`src/rtl/fpmul_pkg.sv`:
```
// Shared definitions for the binary32 multiplier.
//   - format constants, canonical quiet NaN
//   - fp32_t: packed view of a binary32 word
//   - cls_e:  operand class after subnormal flush
//   - classify(): maps a binary32 word to its class
package fpmul_pkg;

  localparam int EXP_W  = 8;
  localparam int FRAC_W = 23;
  localparam int BIAS   = 127;
  localparam int STAGES = 4;

  localparam logic [31:0] QNAN = 32'h7FC0_0000;

  typedef struct packed {
    logic              sign;
    logic [EXP_W-1:0]  exp;
    logic [FRAC_W-1:0] frac;
  } fp32_t;

  typedef enum logic [1:0] {ZERO, NORM, INF, NAN} cls_e;

  // Subnormals (exp == 0, frac != 0) fold into ZERO: flush-to-zero on input.
  function automatic cls_e classify(fp32_t x);
    cls_e c;
    if (x.exp == '0)
      c = ZERO;
    else if (x.exp == '1)
      c = (x.frac != '0) ? NAN : INF;
    else
      c = NORM;
    return c;
  endfunction

endpackage

```
`src/rtl/fpmul_round.sv`:
```
// Stage-3 combinational normalise + round-to-nearest-even.
//   prod    : 48-bit significand product (1.x * 1.x, so bit 47 or 46 leads)
//   exp_in  : biased exponent before normalisation (signed, 10 bit)
//   sig     : rounded 24-bit significand, hidden bit in sig[23]
//   exp_out : exponent after normalise and rounding carry
// A zero product passes through as sig == 0, which the pack stage reads as zero.
module fpmul_round
  import fpmul_pkg::*;
(
  input  logic [47:0]       prod,
  input  logic signed [9:0] exp_in,
  output logic [FRAC_W:0]   sig,
  output logic signed [9:0] exp_out
);

  logic [FRAC_W:0]   mant;
  logic              guard, rnd, sticky, round_up;
  logic [FRAC_W+1:0] sum;
  logic signed [9:0] exp_n;

  always_comb begin
    mant   = prod[46:23];
    guard  = prod[22];
    rnd    = prod[21];
    sticky = |prod[20:0];
    exp_n  = exp_in;
    if (prod[47]) begin
      mant   = prod[47:24];
      guard  = prod[23];
      rnd    = prod[22];
      sticky = |prod[21:0];
      exp_n  = exp_in + 10'sd1;
    end
    // Ties (guard set, nothing below) go to the even neighbour.
    round_up = guard & (rnd | sticky | mant[0]);
    sum      = {1'b0, mant} + {{(FRAC_W+1){1'b0}}, round_up};
    // Carry out of rounding leaves 1.000..0 one binade up.
    if (sum[FRAC_W+1]) begin
      sig     = sum[FRAC_W+1:1];
      exp_out = exp_n + 10'sd1;
    end else begin
      sig     = sum[FRAC_W:0];
      exp_out = exp_n;
    end
  end

endmodule

```
`src/rtl/fpmul.sv`:
```
// Four-stage pipelined binary32 multiplier, one product per clock.
//   clk  : rising-edge clock
//   rst  : asynchronous active-low reset, clears every stage
//   FP_A : operand A (binary32)
//   FP_B : operand B (binary32)
//   FP_Z : registered product, valid 4 edges after the operands are sampled
// S1 latch operands, S2 sign/product/exponent sum, S3 normalise+round,
// S4 range check, special override, pack.
module fpmul
  import fpmul_pkg::*;
(
  input  logic        clk,
  input  logic        rst,
  input  logic [31:0] FP_A,
  input  logic [31:0] FP_B,
  output logic [31:0] FP_Z
);

  // Stages holding real data since reset; FP_Z stays 0 until S3 is filled.
  logic [STAGES-2:0] vld_pipe;

  // ---------------- S1 ----------------
  fp32_t a1, b1;
  cls_e  cls_a, cls_b;
  logic [FRAC_W:0]   sig_a, sig_b;
  logic [47:0]       prod;
  logic signed [9:0] exp_sum;

  always_ff @(posedge clk or negedge rst) begin
    if (!rst) begin
      a1       <= '0;
      b1       <= '0;
      vld_pipe <= '0;
    end else begin
      a1       <= fp32_t'(FP_A);
      b1       <= fp32_t'(FP_B);
      vld_pipe <= {vld_pipe[STAGES-3:0], 1'b1};
    end
  end

  assign cls_a = classify(a1);
  assign cls_b = classify(b1);
  // Non-normal operands contribute a zero significand; their result is
  // decided by class in S4, and zero also falls out of the product itself.
  assign sig_a = (cls_a == NORM) ? {1'b1, a1.frac} : '0;
  assign sig_b = (cls_b == NORM) ? {1'b1, b1.frac} : '0;
  assign prod  = {24'd0, sig_a} * {24'd0, sig_b};
  assign exp_sum = signed'({2'b00, a1.exp}) + signed'({2'b00, b1.exp})
                 - 10'(BIAS);

  // ---------------- S2 ----------------
  logic              sign2;
  cls_e              cls_a2, cls_b2;
  logic [47:0]       prod2;
  logic signed [9:0] exp2;

  always_ff @(posedge clk or negedge rst) begin
    if (!rst) begin
      sign2  <= 1'b0;
      cls_a2 <= ZERO;
      cls_b2 <= ZERO;
      prod2  <= '0;
      exp2   <= '0;
    end else begin
      sign2  <= a1.sign ^ b1.sign;
      cls_a2 <= cls_a;
      cls_b2 <= cls_b;
      prod2  <= prod;
      exp2   <= exp_sum;
    end
  end

  logic [FRAC_W:0]   sig_r;
  logic signed [9:0] exp_r;

  fpmul_round u_round (
    .prod    (prod2),
    .exp_in  (exp2),
    .sig     (sig_r),
    .exp_out (exp_r)
  );

  // ---------------- S3 ----------------
  logic              sign3;
  cls_e              cls_a3, cls_b3;
  logic [FRAC_W:0]   sig3;
  logic signed [9:0] exp3;

  always_ff @(posedge clk or negedge rst) begin
    if (!rst) begin
      sign3  <= 1'b0;
      cls_a3 <= ZERO;
      cls_b3 <= ZERO;
      sig3   <= '0;
      exp3   <= '0;
    end else begin
      sign3  <= sign2;
      cls_a3 <= cls_a2;
      cls_b3 <= cls_b2;
      sig3   <= sig_r;
      exp3   <= exp_r;
    end
  end

  // ---------------- S4 ----------------
  logic [31:0] res;
  logic [31:0] inf_s, zero_s;

  assign inf_s  = {sign3, {EXP_W{1'b1}}, {FRAC_W{1'b0}}};
  assign zero_s = {sign3, 31'd0};

  always_comb begin
    res = {sign3, exp3[EXP_W-1:0], sig3[FRAC_W-1:0]};
    if (cls_a3 == NAN || cls_b3 == NAN)
      res = QNAN;
    else if ((cls_a3 == INF && cls_b3 == ZERO) || (cls_a3 == ZERO && cls_b3 == INF))
      res = QNAN;
    else if (cls_a3 == INF || cls_b3 == INF)
      res = inf_s;
    else if (cls_a3 == ZERO || cls_b3 == ZERO || !sig3[FRAC_W])
      res = zero_s;
    else if (exp3 >= 10'sd255)
      res = inf_s;
    else if (exp3 <= 10'sd0)
      res = zero_s;
  end

  always_ff @(posedge clk or negedge rst) begin
    if (!rst)
      FP_Z <= '0;
    else
      FP_Z <= vld_pipe[STAGES-2] ? res : '0;
  end

endmodule

```
`config.mk`:
```
export PLATFORM = sky130hd
export DESIGN_NAME = fpmul
export DESIGN_NICKNAME = d
export VERILOG_FILES = /design/src/rtl/fpmul_pkg.sv /design/src/rtl/fpmul_round.sv /design/src/rtl/fpmul.sv
export SDC_FILE = /design/constraint.sdc
export NUM_CORES = 2
export LEC_CHECK = 0
export BUFFER_PORTS_ARGS = -buffer_cell sky130_fd_sc_hd__buf_2
export CAP_MARGIN = 10
export CORE_MARGIN = 2
export CORE_UTILIZATION = 50
export DETAILED_ROUTE_END_ITERATION = 8
export GPL_ROUTABILITY_DRIVEN = 0
export HOLD_SLACK_MARGIN = 0.15
export PLACE_DENSITY_LB_ADDON = 0.12
export SLEW_MARGIN = 20
export SYNTH_ARGS = -nofsm -noshare
export SYNTH_HDL_FRONTEND = slang
export SYNTH_SLANG_ARGS = --single-unit
```
`constraint.sdc`:
```
create_clock -name clk -period 7.2 [get_ports clk]
set_input_delay 0.72 -clock clk [delete_from_list [all_inputs] [get_ports clk]]
set_output_delay 0.72 -clock clk [all_outputs]
set_load 0.01 [all_outputs]
```
==> results_dict.tcl <==
set metrics [dict create \
    pre_cts_ws_ns -0.546 \
    clkTransAtPathRegs_ns 0.08 \
    clockRootBuffer "clkbuf_16" \
    layout_commonest_cell "inv_1" \
    hpwl_um 61600 \
    hold_viol 0 \
    grt_pass1_wl_um 121000 \
    synthAdderAreaFrac 0.451 \
    synth_xor_xnor_area_share 0.0298 \
    layout-drive-gt1-share 0.195 \
    crit_slowest_cell "fa_1" \
    run_status "finished with violations" \
    worst_slack_ns -0.413 \
    synthToLayoutAreaGrowth_pct 17.3 \
    synth.area.mux_share 0.00701 \
    fin_skew_ns 0.0430 \
    num_rows 84 \
    clock_sinks 201 \
    slew_headroom 0.384 \
    final_util 0.595 \
    rsz0062_at_grt "true" \
    grt_max_degree 82 \
    yosysSeqAreaShare 0.188 \
    reg2reg_depth 31 \
    route.detailed.drc 0 \
    crit_path_max_incr_delay_ns 0.55 \
    start_util 0.507 \
    drt-pass1-iter-count 6 \
    synth_top_family_by_area "adder cells" \
    yosys-top-cells-area "fa_1, dfrtp_1, ha_1, inv_1, and3_1" \
    violations "setup timing" \
    wl_um 76800 \
    setup.worst_path.end_class "register" \
    wl_per_cell_um 20.3 \
    max_freq_mhz 131 \
    syn_nets 3552 \
    numCtsBuffers 22 \
    async_reset_ff_frac 1.00 \
    whs_ns 0.168 \
    synthCells 2810 \
    crit_fanout 15 \
    synth.distinct_cells 75 \
    clk_latency_ns 0.56 \
    fill_cells 4595 \
    ys_warn_count 0 \
    ctsHoldBuffers 0 \
    most-common-layout-cells "inv_1, fa_1, nand2_1" \
    timing.final.crit_share 1.06 \
    io_buffers 97 \
    cts_tree "yes" \
    synth_edf_count 0 \
    overflow 0 \
    netlist_area_um2 26800 \
    layout.nets 3814 \
    crit_start "b1[24]" \
    grt_usage 0.281 \
    antenna_found_initial 3 \
    worst_slew_pin_slew_ns 0.924 \
    rr_startpoint "b1[24]" \
    cp-endpoint "prod2[45]" \
    cp_common_cell "fa_1" \
    timing.rr.end "prod2[45]" \
    synth-simple-area-share 0.163 \
    drtIter0Drc 1545 \
    worstPathRequired_ns 7.59 \
    slew_viol_final 0 \
    synthFlopType "dfrtp_1" \
    criticalPathCategory "register to register" \
    vias 20600 \
    fp.dieH_um 235 \
    worstPathArrival_ns 8.01 \
    synth.top_cell.area_share 0.361 \
    critPathLaunchType "register" \
    die_area_um2 55400 \
    final_cell_area_um2 31400 \
    grt_pass1_vias 22000 \
    setup_viol 25 \
    rrSetupSlack_ns -0.41 \
    synth_compound_area_frac 0.0547 \
    ys_ff_latch 201 \
    htree_levels 1 \
    max_cap_viol_count 0 \
    die_w_um 235 \
    cts_max_path_buffers 3 \
    coreArea_um2 52800 \
    hold_class "primary input to async pin" \
    via_per_inst 5.46 \
    syn_avg_cell_area_um2 9.53 \
    fin_crit_ns 7.61 \
    ios 98 \
    place_area_um2 29700 \
    synth_top_cell_by_area "fa_1" \
    ant_nets 0 \
]
[cells by family after synthesis]
| group | count (synthesis) |
|---|---|
| muxes | 18 |
| other | 1 |
| adders and majority gates | 676 |
| buffers and inverters | 749 |
| xor gates and xnor gates | 91 |
| AOI/OAI and AO/OA | 221 |
| DFF | 201 |
| and+or+nand+nor | 853 |
[what timing repair did]
item / CTS / global route
resized for setup: 131 / 79
cloned: 3 / 0
buffers inserted: 29 / 10
pin swaps: 85 / 69
endpoints found under the setup margin: 24 / 27
[layout make-up]
type	count	area (um2)	area share
multi-input combinational	1860	19600	0.624
sequential	201	5030	0.160
timing repair buffer	402	3040	0.0968
inverter	585	2200	0.0699
tap	688	861	0.0274
clock buffer	28	603	0.0192
clock inverter	10	77.6	0.00247
antenna	1	2.50	0.0000797
[synth_stat cells, types with 2 or more instances]
| library cell | instances |
|---|---|
| nand3_1 | 23 |
| a21oi_1 | 66 |
| nor4_1 | 20 |
| o21bai_1 | 10 |
| o41ai_2 | 2 |
| nor3_2 | 2 |
| nor2_1 | 56 |
| fa_1 | 483 |
| inv_1 | 584 |
| o21ai_0 | 45 |
| clkbuf_1 | 156 |
| a21o_1 | 23 |
| nor3_1 | 12 |
| ha_1 | 193 |
| a21boi_0 | 14 |
| mux2_2 | 6 |
| and4_1 | 4 |
| a221o_1 | 3 |
| a211o_1 | 2 |
| xor2_1 | 34 |
| a211oi_1 | 10 |
| a311oi_1 | 4 |
| nand4_1 | 21 |
| dfrtp_1 | 201 |
| mux2i_1 | 12 |
| buf_2 | 2 |
| xnor2_1 | 57 |
| nand2b_1 | 3 |
| nor2b_1 | 8 |
| a31oi_1 | 10 |
| a41oi_1 | 2 |
| o211ai_1 | 5 |
| nand2_1 | 344 |
| and2_0 | 3 |
| o21a_1 | 4 |
| and2_1 | 64 |
| and3_1 | 279 |
| nor3b_1 | 3 |
| buf_1 | 3 |
| buf_6 | 2 |
[stage by stage]
step	instances	TNS, ns
after floorplan	2810	0
after global placement	3708	-5.82
after detailed placement	3708	-7.97
after CTS	3767	-4.05
after global routing	3774	-10.95
final	3775	-5.72
[sequential cells by signal (all words and copies together), names as in the netlist]
signal and cells:
sig3 24, exp2 10, vld_pipe 3, cls_a2 2, sign3 1, b1 32
cls_b2 2, exp3 10, FP_Z 32, prod2 48, a1 32, cls_a3 2
cls_b3 2, sign2 1
[critical path: cells and delay by family (launching register included)]
| family | cells | cell delay [ns] |
|---|---|---|
| AOI/OAI and AO/OA | 5 | 0.94 |
| xor gates and xnor gates | 1 | 0.14 |
| adders and majority gates | 8 | 3.80 |
| buffers and inverters | 11 | 1.07 |
| DFF | 1 | 0.41 |
| and+or+nand+nor | 6 | 1.09 |
[routing by layer]
metal | global-route usage | part of all wire | up-vias
li1 | - | - | 9185
met1 | 0.368 | 0.40 | 10300
met2 | 0.453 | 0.46 | 892
met3 | 0.0738 | 0.093 | 197
met4 | 0.0984 | 0.039 | 2
met5 | 0 | 0.00017 | -
[worst min path at each step]
stage	from	to	slack (ns)	cells after the start
3_3_place_gp	vld_pipe[0]	vld_pipe[1]	0.33	0
6_report	rst	FP_Z[21]	0.17	1
3_5_place_dp	cls_b2[0]	cls_b3[0]	0.34	0
2_1_floorplan	cls_a2[0]	cls_a3[0]	0.33	0
4_1_cts	rst	FP_Z[21]	0.18	1
5_1_grt	rst	FP_Z[21]	0.20	1
Power is not shown: default switching activity piles up to over one toggle a cycle in this logic, so the estimate is an artifact.
